## config.mk

```make
export PLATFORM = sky130hd
export DESIGN_NAME = cmach_brew_seq
export DESIGN_NICKNAME = d
export VERILOG_FILES = /design/src/rtl/cmach_pkg.sv /design/src/rtl/cmach_step_timer.sv /design/src/rtl/cmach_brew_seq.sv
export SDC_FILE = /design/constraint.sdc
export NUM_CORES = 1
export LEC_CHECK = 0
export CAP_MARGIN = 20
export CORE_ASPECT_RATIO = 1.4
export CORE_MARGIN = 2
export CORE_UTILIZATION = 33
export DETAILED_ROUTE_END_ITERATION = 7
export GPL_ROUTABILITY_DRIVEN = 0
export PLACE_DENSITY_LB_ADDON = 0.15
export SLEW_MARGIN = 0
export SYNTH_ARGS = -nofsm -noshare
export SYNTH_HDL_FRONTEND = slang
export SYNTH_SLANG_ARGS = --single-unit
```

## constraint.sdc

```tcl
create_clock -name clk -period 6.1 [get_ports clk]
set_input_delay 0.915 -clock clk [delete_from_list [all_inputs] [get_ports clk]]
set_output_delay 0.915 -clock clk [all_outputs]
set_load 0.1 [all_outputs]
```

## src/rtl/cmach_pkg.sv

```systemverilog
// Shared types and constants for the coffee machine brew sequencer.
// Holds the state enum, drink/size codes, fixed step times and the recipe layout.
// Helper functions give per-step durations and the next non-skipped step.
package cmach_pkg;

  localparam int NUM_RECIPES = 15;
  localparam int NUM_SIZES   = 3;
  localparam int NUM_DRINKS  = 5;

  localparam logic [2:0] DRINK_MOCHA     = 3'd0;
  localparam logic [2:0] DRINK_LATTE     = 3'd1;
  localparam logic [2:0] DRINK_ESPRESSO  = 3'd2;
  localparam logic [2:0] DRINK_AMERICANO = 3'd3;
  localparam logic [2:0] DRINK_DRIP      = 3'd4;

  localparam logic [1:0] SIZE_S = 2'd0;
  localparam logic [1:0] SIZE_M = 2'd1;
  localparam logic [1:0] SIZE_L = 2'd2;

  // Fixed durations (time units) for the flag-enabled steps.
  localparam logic [3:0] FILTER_TIME = 4'd2;
  localparam logic [3:0] CREAM_TIME  = 4'd2;

  // Step order is significant: the next-step search walks upward through it.
  typedef enum logic [2:0] {
    ST_IDLE   = 3'd0,
    ST_FILTER = 3'd1,
    ST_GRIND  = 3'd2,
    ST_BREW   = 3'd3,
    ST_COCOA  = 3'd4,
    ST_WATER  = 3'd5,
    ST_CREAM  = 3'd6,
    ST_DONE   = 3'd7
  } brew_step_e;

  // Recipe entry, laid out as the upstream recipe table (cmach_recipes.svh) stores it.
  typedef struct packed {
    logic       load_filter;
    logic [3:0] grinder_time;
    logic [3:0] pour_time;
    logic       high_press;
    logic [3:0] cocoa_time;
    logic [3:0] hot_water_time;
    logic       add_creamer;
  } coffee_recipe_t;

  // Duration of a step for a given recipe; zero means the step is skipped.
  function automatic logic [3:0] step_units(brew_step_e s, coffee_recipe_t r);
    logic [3:0] u;
    u = 4'd0;
    case (s)
      ST_FILTER: u = r.load_filter ? FILTER_TIME : 4'd0;
      ST_GRIND:  u = r.grinder_time;
      ST_BREW:   u = r.pour_time;
      ST_COCOA:  u = r.cocoa_time;
      ST_WATER:  u = r.hot_water_time;
      ST_CREAM:  u = r.add_creamer ? CREAM_TIME : 4'd0;
      default:   u = 4'd0;
    endcase
    return u;
  endfunction

  // First step after 'cur' with a non-zero duration, or DONE if none remain.
  // Walking downward lets the lowest qualifying step win without a break.
  function automatic brew_step_e next_step(brew_step_e cur, coffee_recipe_t r);
    brew_step_e nxt;
    nxt = ST_DONE;
    for (int i = 6; i >= 1; i--) begin
      if (i > int'(cur) && step_units(brew_step_e'(3'(i)), r) != 4'd0)
        nxt = brew_step_e'(3'(i));
    end
    return nxt;
  endfunction

  // Recipe array index for a drink/size pair (only meaningful for valid codes).
  function automatic logic [3:0] recipe_index(logic [2:0] drink, logic [1:0] size);
    return ({1'b0, drink} * 4'd3) + {2'b00, size};
  endfunction

endpackage

```

## src/rtl/cmach_step_timer.sv

```systemverilog
// Step timer: prescaler of TICKS_PER_UNIT cycles feeding a 4-bit unit down-counter.
// Latency: 'expire' is high in the last cycle of a loaded duration (units*TICKS_PER_UNIT cycles).
// No backpressure; 'load' restarts the count and a zero load keeps the timer idle.
module cmach_step_timer #(
  parameter int TICKS_PER_UNIT = 4
) (
  input  logic       clk,
  input  logic       rst,
  input  logic       load,
  input  logic [3:0] units,
  output logic       expire
);

  localparam int PW = (TICKS_PER_UNIT > 1) ? $clog2(TICKS_PER_UNIT) : 1;
  localparam logic [PW-1:0] PRE_LAST = PW'(TICKS_PER_UNIT - 1);

  logic [PW-1:0] pre_q;
  logic [3:0]    unit_q;
  logic          wrap;

  assign wrap   = (pre_q == PRE_LAST);
  assign expire = (unit_q == 4'd1) && wrap;

  // Prescaler wraps every TICKS_PER_UNIT cycles and decrements the unit count; idle at zero.
  always_ff @(posedge clk or posedge rst) begin
    if (rst) begin
      pre_q  <= '0;
      unit_q <= 4'd0;
    end else if (load) begin
      pre_q  <= '0;
      unit_q <= units;
    end else if (unit_q != 4'd0) begin
      if (wrap) begin
        pre_q  <= '0;
        unit_q <= unit_q - 4'd1;
      end else begin
        pre_q  <= pre_q + 1'b1;
      end
    end
  end

endmodule

```

## src/rtl/cmach_brew_seq.sv

```systemverilog
// Brew sequencer: latches a recipe on a valid order and walks FILTER..CREAM with timed steps.
// Latency: first step active the cycle after 'start' is sampled; 'done'/'err' are one-cycle pulses.
// No backpressure; 'start' is ignored outside IDLE. Optional abort via macro CMACH_CANCEL_EN.
module cmach_brew_seq
  import cmach_pkg::*;
#(
  parameter int TICKS_PER_UNIT = 4
) (
  input  logic                                 clk,
  input  logic                                 rst,
  input  coffee_recipe_t [NUM_RECIPES-1:0]     recipes,
  input  logic                                 start,
  input  logic [2:0]                           drink,
  input  logic [1:0]                           size,
`ifdef CMACH_CANCEL_EN
  input  logic                                 cancel,
  output logic                                 cancelled,
`endif
  output logic                                 busy,
  output logic                                 done,
  output logic                                 err,
  output logic [2:0]                           step,
  output logic                                 filter_load,
  output logic                                 grinder_on,
  output logic                                 pump_on,
  output logic                                 high_press,
  output logic                                 cocoa_on,
  output logic                                 water_on,
  output logic                                 creamer_on
);

  brew_step_e     state, state_nxt;
  coffee_recipe_t rcp_q;
  coffee_recipe_t sel_rcp;
  coffee_recipe_t cur_rcp;
  logic           order_ok;
  logic           accept;
  logic           reject;
  logic           abort;
  logic           err_q;
  logic           timer_load;
  logic [3:0]     timer_units;
  logic           expire;

  assign order_ok = (drink <= DRINK_DRIP) && (size <= SIZE_L);
  assign sel_rcp  = order_ok ? recipes[recipe_index(drink, size)] : '0;
  assign accept   = (state == ST_IDLE) && start && order_ok;
  assign reject   = (state == ST_IDLE) && start && !order_ok;

`ifdef CMACH_CANCEL_EN
  assign abort = cancel && (state != ST_IDLE) && (state != ST_DONE);
`else
  assign abort = 1'b0;
`endif

  // In IDLE the recipe is not latched yet, so the search must use the selected entry.
  assign cur_rcp = (state == ST_IDLE) ? sel_rcp : rcp_q;

  // Every state change reloads the timer with the new step's duration (zero for IDLE/DONE).
  assign timer_load  = (state_nxt != state);
  assign timer_units = step_units(state_nxt, cur_rcp);

  cmach_step_timer #(
    .TICKS_PER_UNIT(TICKS_PER_UNIT)
  ) u_timer (
    .clk    (clk),
    .rst    (rst),
    .load   (timer_load),
    .units  (timer_units),
    .expire (expire)
  );

  // State register.
  always_ff @(posedge clk or posedge rst) begin
    if (rst) state <= ST_IDLE;
    else     state <= state_nxt;
  end

  // Next-state: search forward for the next non-skipped step when the current one expires.
  always_comb begin
    state_nxt = state;
    case (state)
      ST_IDLE: if (accept) state_nxt = next_step(ST_IDLE, sel_rcp);
      ST_DONE: state_nxt = ST_IDLE;
      default: if (expire) state_nxt = next_step(state, rcp_q);
    endcase
    if (abort) state_nxt = ST_IDLE;
  end

  // Latch the order's recipe so later table or order changes cannot affect the brew.
  always_ff @(posedge clk or posedge rst) begin
    if (rst)         rcp_q <= '0;
    else if (accept) rcp_q <= sel_rcp;
  end

  // Invalid-order pulse, raised the cycle after the rejected start is sampled.
  always_ff @(posedge clk or posedge rst) begin
    if (rst) err_q <= 1'b0;
    else     err_q <= reject;
  end

`ifdef CMACH_CANCEL_EN
  logic canc_q;

  // Abort pulse, coincident with the first IDLE cycle after the cancel.
  always_ff @(posedge clk or posedge rst) begin
    if (rst) canc_q <= 1'b0;
    else     canc_q <= abort;
  end

  assign cancelled = canc_q;
`endif

  // Outputs decode directly from the state so an asynchronous reset drops every actuator at once.
  always_comb begin
    busy        = (state != ST_IDLE);
    done        = (state == ST_DONE);
    err         = err_q;
    step        = state;
    filter_load = 1'b0;
    grinder_on  = 1'b0;
    pump_on     = 1'b0;
    high_press  = 1'b0;
    cocoa_on    = 1'b0;
    water_on    = 1'b0;
    creamer_on  = 1'b0;
    case (state)
      ST_FILTER: filter_load = 1'b1;
      ST_GRIND:  grinder_on  = 1'b1;
      ST_BREW: begin
        pump_on    = 1'b1;
        high_press = rcp_q.high_press;
      end
      ST_COCOA:  cocoa_on    = 1'b1;
      ST_WATER:  water_on    = 1'b1;
      ST_CREAM:  creamer_on  = 1'b1;
      default: ;
    endcase
  end

endmodule

```

-- Word level (Yosys, flattened, before mapping)
Cells that the tools add are included.
- add/sub/neg operators: 3
- multiply operators: 1
- $lt $le $gt $ge: 9
- equality and inequality tests: 16
- mux-type cells: 63
- reduce and logical (&&, ||, !) cells: 31
- operators by type and width (cell ; count):
    4-bit two-way mux ; 27
    19-bit binary-select mux with 4-bit select ; 1
    19-bit two-way mux ; 3
    4-bit nonzero test ; 13
    3-bit two-way mux ; 12
    4-bit case mux with 6 select lines ; 1
    3-bit == test, second input constant ; 7
    2-bit two-way mux ; 9
    3-bit by 2-bit == test with 1-bit output, second input constant ; 4
    1-bit logical AND ; 11
    3-bit greater-than comparator, first input constant ; 3
    1-bit two-way mux ; 9
    3-bit by 1-bit == test with 1-bit output, second input constant ; 2
    2-bit by 3-bit greater-than comparator with 1-bit output, first input constant ; 2
    3-bit case mux with 2 select lines ; 1
    4-bit by 5-bit less-than comparator with 1-bit output, second input constant ; 1
    4-bit by 2-bit adder with 4-bit output ; 1
    4-bit by 1-bit == test with 1-bit output, second input constant ; 1
    3-bit by 2-bit multiplier with 4-bit output, second input constant ; 1
    2-bit nonzero test ; 2
    4-bit by 1-bit subtractor with 4-bit output, second input constant ; 1
    1-bit by 3-bit greater-than comparator with 1-bit output, first input constant ; 1
    3-bit less-or-equal comparator, second input constant ; 1
    3-bit zero test ; 1
    other kinds (8) ; 8
- register bits after elaboration: 29
- output and inout bits: 13
- word-level logic and storage cells: 134

-- Logic depth before layout (Yosys ltp)
- word-level depth: 20
- gate-level depth with buffers: 17
- depth with buffers taken out: 14

-- Modules after synthesis
From an unflattened synthesis, not the netlist that was laid out.
- cell total of the unflattened synthesis: 442
- area, all modules: 4556.9 µm²
- by module, submodules not included (module ; instances ; cells each ; area an instance (µm²) ; seq. area each (µm²)):
    cmach_brew_seq ; 1 ; 403 ; 4187.8 ; 575.6
    cmach_step_timer ; 1 ; 39 ; 369.1 ; 150.1

-- Worst setup path before layout
OpenSTA, ideal clock, no wires.
- path type: input port to flip-flop
- from: input port drink[0]
- to: register u_timer.unit_q[1]
- data arrival time: 4.489 ns
- data required time: 5.951 ns
- setup slack: 1.462 ns
- stages on the path: 15
- path buffers: 2
- path through: fa_1 > ha_1 > fa_1 > clkbuf_1 > mux4_2 > nand3_1 > o211ai_1 > nor4_1 > a21bo_2 > a21o_1 > buf_4 > inv_2 > o31ai_1 > a311oi_1 > o32ai_1
- cells in the longest elaborated chain, start to end: 20
- ends and longest elaborated chain (what ; line ; RTL):
    start: declaration ; cmach_brew_seq.sv:13 ; input logic [2:0] drink,
    3-bit by 2-bit multiplier with 4-bit output ; cmach_pkg.sv:77 ; return ({1'b0, drink} * 4'd3) + {2'b00, size};
    4-bit by 2-bit adder with 4-bit output ; cmach_pkg.sv:77 ;
    19-bit binary-select mux with 4-bit select ; cmach_brew_seq.sv:46 ; assign sel_rcp = order_ok ? recipes[recipe_index(drink, size)] : '0;
    19-bit two-way mux (not written as such) ; cmach_brew_seq.sv:46 ;
    19-bit two-way mux ; cmach_brew_seq.sv:46 ;
    2-bit two-way mux ; cmach_pkg.sv:57 ; ST_CREAM: u = r.add_creamer ? CREAM_TIME : 4'd0;
    4-bit two-way mux ; cmach_brew_seq.sv:83 ; ST_IDLE: if (accept) state_nxt = next_step(ST_IDLE, sel_rcp);
    4-bit two-way mux ; cmach_brew_seq.sv:82 ; case (state)
    4-bit nonzero test ; cmach_pkg.sv:69 ; if (i > int'(cur) && step_units(brew_step_e'(3'(i)), r) != 4'd0)
    1-bit two-way mux ; cmach_pkg.sv:69 ;
    3-bit two-way mux (5 in series) ; cmach_pkg.sv:69 ;
    3-bit two-way mux (*) ; cmach_brew_seq.sv:83 ;
    3-bit case mux with 2 select lines (*) ; cmach_brew_seq.sv:82 ;
    named net state_nxt[0] ; cmach_brew_seq.sv:32 ; brew_step_e state, state_nxt;
    3-bit == test, or another cell as far along ; cmach_pkg.sv:51 ; case (s)
    4-bit case mux with 6 select lines / 2-bit nonzero test (equally long branches) ; - ;
    4-bit two-way mux / 2-bit AND reduction (equally long branches) ; - ;
    end signal: assignment ; cmach_step_timer.sv:31 ; unit_q <= units;
    end signal: assignment ; cmach_step_timer.sv:35 ; unit_q <= unit_q - 4'd1;
    end: declaration ; cmach_step_timer.sv:18 ; logic [3:0] unit_q;
The timed path passes the listed nets; every way through them passes the cells marked *. The select of a mux whose other input is x is not followed.
A chain may end at the register's enable or synchronous reset.

-- Final worst setup path
- from: input port size[1]
- to: register u_timer.unit_q[1]
- cells in the longest elaborated chain, start to end: 19
- ends and longest elaborated chain (what ; line ; RTL):
    start: declaration ; cmach_brew_seq.sv:14 ; input logic [1:0] size,
    4-bit by 2-bit adder with 4-bit output ; cmach_pkg.sv:77 ;
    19-bit binary-select mux with 4-bit select ; cmach_brew_seq.sv:46 ;
    19-bit two-way mux (not written as such) ; cmach_brew_seq.sv:46 ;
    19-bit two-way mux ; cmach_brew_seq.sv:46 ;
    2-bit two-way mux ; cmach_pkg.sv:57 ;
    4-bit two-way mux ; cmach_brew_seq.sv:83 ;
    4-bit two-way mux ; cmach_brew_seq.sv:82 ;
    4-bit nonzero test ; cmach_pkg.sv:69 ;
    1-bit two-way mux ; cmach_pkg.sv:69 ;
    3-bit two-way mux (5 in series) ; cmach_pkg.sv:69 ;
    3-bit two-way mux (*) ; cmach_brew_seq.sv:83 ;
    3-bit case mux with 2 select lines (*) ; cmach_brew_seq.sv:82 ;
    named net state_nxt[0] ; cmach_brew_seq.sv:32 ;
    3-bit == test, or another cell as far along ; cmach_pkg.sv:51 ;
    4-bit case mux with 6 select lines / 2-bit nonzero test (equally long branches) ; - ;
    4-bit two-way mux / 2-bit AND reduction (equally long branches) ; - ;
Marked as above.

==> impl_metrics.env <==
export IMPL_status="complete, no violations"
export IMPL_worst_path_largest_cell_delay_ps=700
export IMPL_area_growth_pct=76.7
export IMPL_power_density_nw_per_um2=302
export IMPL_leakagePower_uw=0.00308
export IMPL_wl_per_cell_um=23.9
export IMPL_synth_ff_type="dfrtp_1"
export IMPL_hpwl_um=19000
export IMPL_cp_slowest_cell="o311ai_0"
export IMPL_relSlewSlack=0.326
export IMPL_worstSkewPairLatency_ps=290
export IMPL_fillers=1158
export IMPL_rsz0062_at_grt="false"
export IMPL_antenna_found_initial=0
export IMPL_synth_seq_cells=29
export IMPL_via_count=5539
export IMPL_dp_cells=927
export IMPL_via_per_inst=5.92
export IMPL_cp_end_kind="flop"
export IMPL_synth_edff_count=0
export IMPL_async_flop_share=1.00
export IMPL_post_dp_cell_area_um2=7830
export IMPL_portBuffers=305
export IMPL_final_nets=1055
export IMPL_clockBufferDepth=2
export IMPL_grt_max_degree=41
export IMPL_fp_coreArea_um2=13400
export IMPL_layout_drive_gt1_share=0.166
export IMPL_detail_route_antenna_nets=0
export IMPL_drc_errors=0
export IMPL_drt_total_wl_um=22400
export IMPL_numCtsBuffers=5
export IMPL_synth_top_area_share=0.288
export IMPL_num_rows=50
export IMPL_clock_sinks=29
export IMPL_dr_pass1_iters=7
export IMPL_min_path_type="reg -> reg"
export IMPL_drv_slew=0
export IMPL_yosysTopAreaCell="mux4_2"
export IMPL_start_kind="input port"
export IMPL_syn_nets=762
export IMPL_critPathKind="in -> reg"
export IMPL_hold_violations=0
export IMPL_final_min_clock_period_ps=5670
export IMPL_cts_max_level=2
export IMPL_finalSetupTns_ps=0
export IMPL_synth_avg_cell_area_um2=9.88
export IMPL_initial_utilization=0.339
export IMPL_die_w_um=103
export IMPL_synthDistinctLibCells=76
export IMPL_worstMarginPinSlew_ps=997
export IMPL_dp_slack_ps=50.2
export IMPL_grt_pass1_wl_um=33000
export IMPL_setup_viol=0
export IMPL_ir_drop_mv=0.289
export IMPL_first_global_vias=5871
export IMPL_n_antenna_cell=0
export IMPL_clkTransAtPathRegs_ps=50
export IMPL_synthTopCellsByArea="mux4_2 29%, dfrtp_1 16%, nand2_1 4.5%"
export IMPL_multi_input_area_um2=3590
export IMPL_crit_fanout=21
export IMPL_period_share=0.929
export IMPL_design_area_um2=8020
export IMPL_arrival_ps=5860
export IMPL_grt_overflow_total=0
export IMPL_cp_required_ps=6290
export IMPL_die_h_um=143
export IMPL_seq_area_frac_synth=0.160
export IMPL_clock_skew_ps=7.35
export IMPL_die_area_um2=14700
export IMPL_seq_area_um2=726
export IMPL_final_cells=935
export IMPL_syn_cell_area_um2=4540
export IMPL_layout_setup_ws_ps=433
export IMPL_grt_util_all_layers=0.298
export IMPL_finalPower_uw=2420
export IMPL_drt_iter0_markers=493
export IMPL_syn_inst=459
export IMPL_crit_chain="clkdlybuf4s50_1, fa_1, ha_4, fa_1, xnor2_4, buf_4, a221oi_1, o311ai_0, nor4_1, a21bo_2, a21o_1, inv_2, o31ai_1, a311oi_1, o32ai_1"
export IMPL_tritoncts="built"
export IMPL_clock_fmax_mhz=176
export IMPL_io_pins=306
export IMPL_yosysWarnings=0
export IMPL_crit_path_frequent_cell="fa_1"
export IMPL_cap_violations=0
export IMPL_cts_root_buf="clkbuf_16"
## layout by cell type (no fill, tap or decap), types with 6 or more instances in the layout
master / synthesis / final
a221o_1: 7 / 7
a221oi_1: 6 / 6
clkdlybuf4s50_1: 0 / 305
nor2_1: 21 / 21
mux2i_1: 19 / 19
o21ai_0: 15 / 15
a21oi_1: 17 / 17
mux2_2: 13 / 13
nand3_1: 14 / 14
a22oi_1: 10 / 10
buf_4: 2 / 18
nand2b_1: 7 / 7
nor3_1: 9 / 9
and3_1: 18 / 18
nor2b_1: 8 / 7
mux4_2: 58 / 58
nand2_1: 54 / 54
ha_1: 8 / 6
dfrtp_1: 29 / 29
inv_1: 11 / 11
## synthesized netlist by cell type, drive strengths merged, types with 2 or more instances
library cell / number
o21a: 3
a21o: 4
nand2b: 7
ha: 8
o221ai: 2
nand4: 2
mux2: 13
clkbuf: 20
nor4: 3
a31oi: 5
or4: 3
o22ai: 2
mux2i: 19
o311a: 2
a21boi: 2
a22o: 3
and2: 4
a211oi: 2
a21oi: 18
a221oi: 7
o311ai: 4
o211ai: 4
a22oi: 10
dfrtp: 29
o21ai: 17
o2bb2ai: 3
clkinv: 2
mux4: 58
nor2b: 8
nor2: 21
a41o: 2
nor3: 10
o32ai: 2
a2111oi: 6
a221o: 7
and3: 18
nand2: 54
nand3: 14
buf: 19
a311oi: 7
fa: 2
inv: 15
## per-stage QoR
step | hold slack (ps) | util
2_1_floorplan | 437 | -
3_3_place_gp | 468 | 0.583
3_5_place_dp | 489 | 0.585
6_report | 484 | 0.599
4_1_cts | 501 | 0.598
5_1_grt | 514 | 0.599
## where the power goes
part / internal, µW / switching (µW) / total, µW
combinational: 744 / 979 / 1720
sequential: 281 / 120 / 400
clock: 204 / 92.5 / 296
## repair_timing
item | in CTS | in global routing
gates resized for setup | 0 | 1
hold buffers | 0 | 0
endpoints found under the setup margin | 0 | 1
setup buffers | 0 | 0
## registers in the layout (all words and copies together), names as in the netlist
| register | cells |
|---|---|
| rcp_q | 19 |
| u_timer.unit_q | 4 |
| u_timer.pre_q | 2 |
| step | 3 |
| err | 1 |
## per-layer routing
metal | global-route usage | wire [µm] | vias up | share of wire
met2 | 0.527 | 11500 | 347 | 0.51
met3 | 0.0803 | 2350 | 54 | 0.10
li1 | - | - | 2439 | -
met1 | 0.353 | 8000 | 2699 | 0.36
met4 | 0.0762 | 539 | 0 | 0.024
met5 | 0 | 0 | - | 0
## kinds of logic (layout without fill, tap and decap cells)
logic type	after synthesis	after routing	share of synthesized area
flops	29	29	0.160
compound gates	120	120	0.213
mux	90	90	0.362
simple gates	152	152	0.169
fa+ha+maj	10	10	0.0309
buf+inv	56	350	0.0609
xor+xnor	2	2	0.00386
## area by class of cell
| type | count | area share |
|---|---|---|
| Sequential cell | 29 | 0.0905 |
| Clock inverter | 1 | 0.00375 |
| Multi-Input combinational cell | 374 | 0.448 |
| Inverter | 17 | 0.00812 |
| Tap cell | 182 | 0.0284 |
| Timing Repair Buffer | 325 | 0.404 |
| Clock buffer | 7 | 0.0178 |
## final timing paths
check                                    end  cells after the start  slack, ps     start
hold reg to reg                     rcp_q[9]                      2        480  rcp_q[9]
setup reg to reg           u_timer.unit_q[1]                     13       2260   step[1]
max in group asynchronous           rcp_q[4]                      3       4750       rst
setup / recovery           u_timer.unit_q[1]                     15        430   size[1]
min in group asynchronous           rcp_q[7]                      2        910       rst
hold / removal                      rcp_q[9]                      2        480  rcp_q[9]
## worst max-delay path, delay by kind of cell
kind	cells	cell delay, ps
AO/OA/AOI/OAI	7	2000
adder cells (fa/ha/maj)	3	1220
buffers and inverters	3	1090
XOR/XNOR	1	450
AND/OR/NAND/NOR	1	150
No activity file was read; power rests on OpenSTA's default activity.
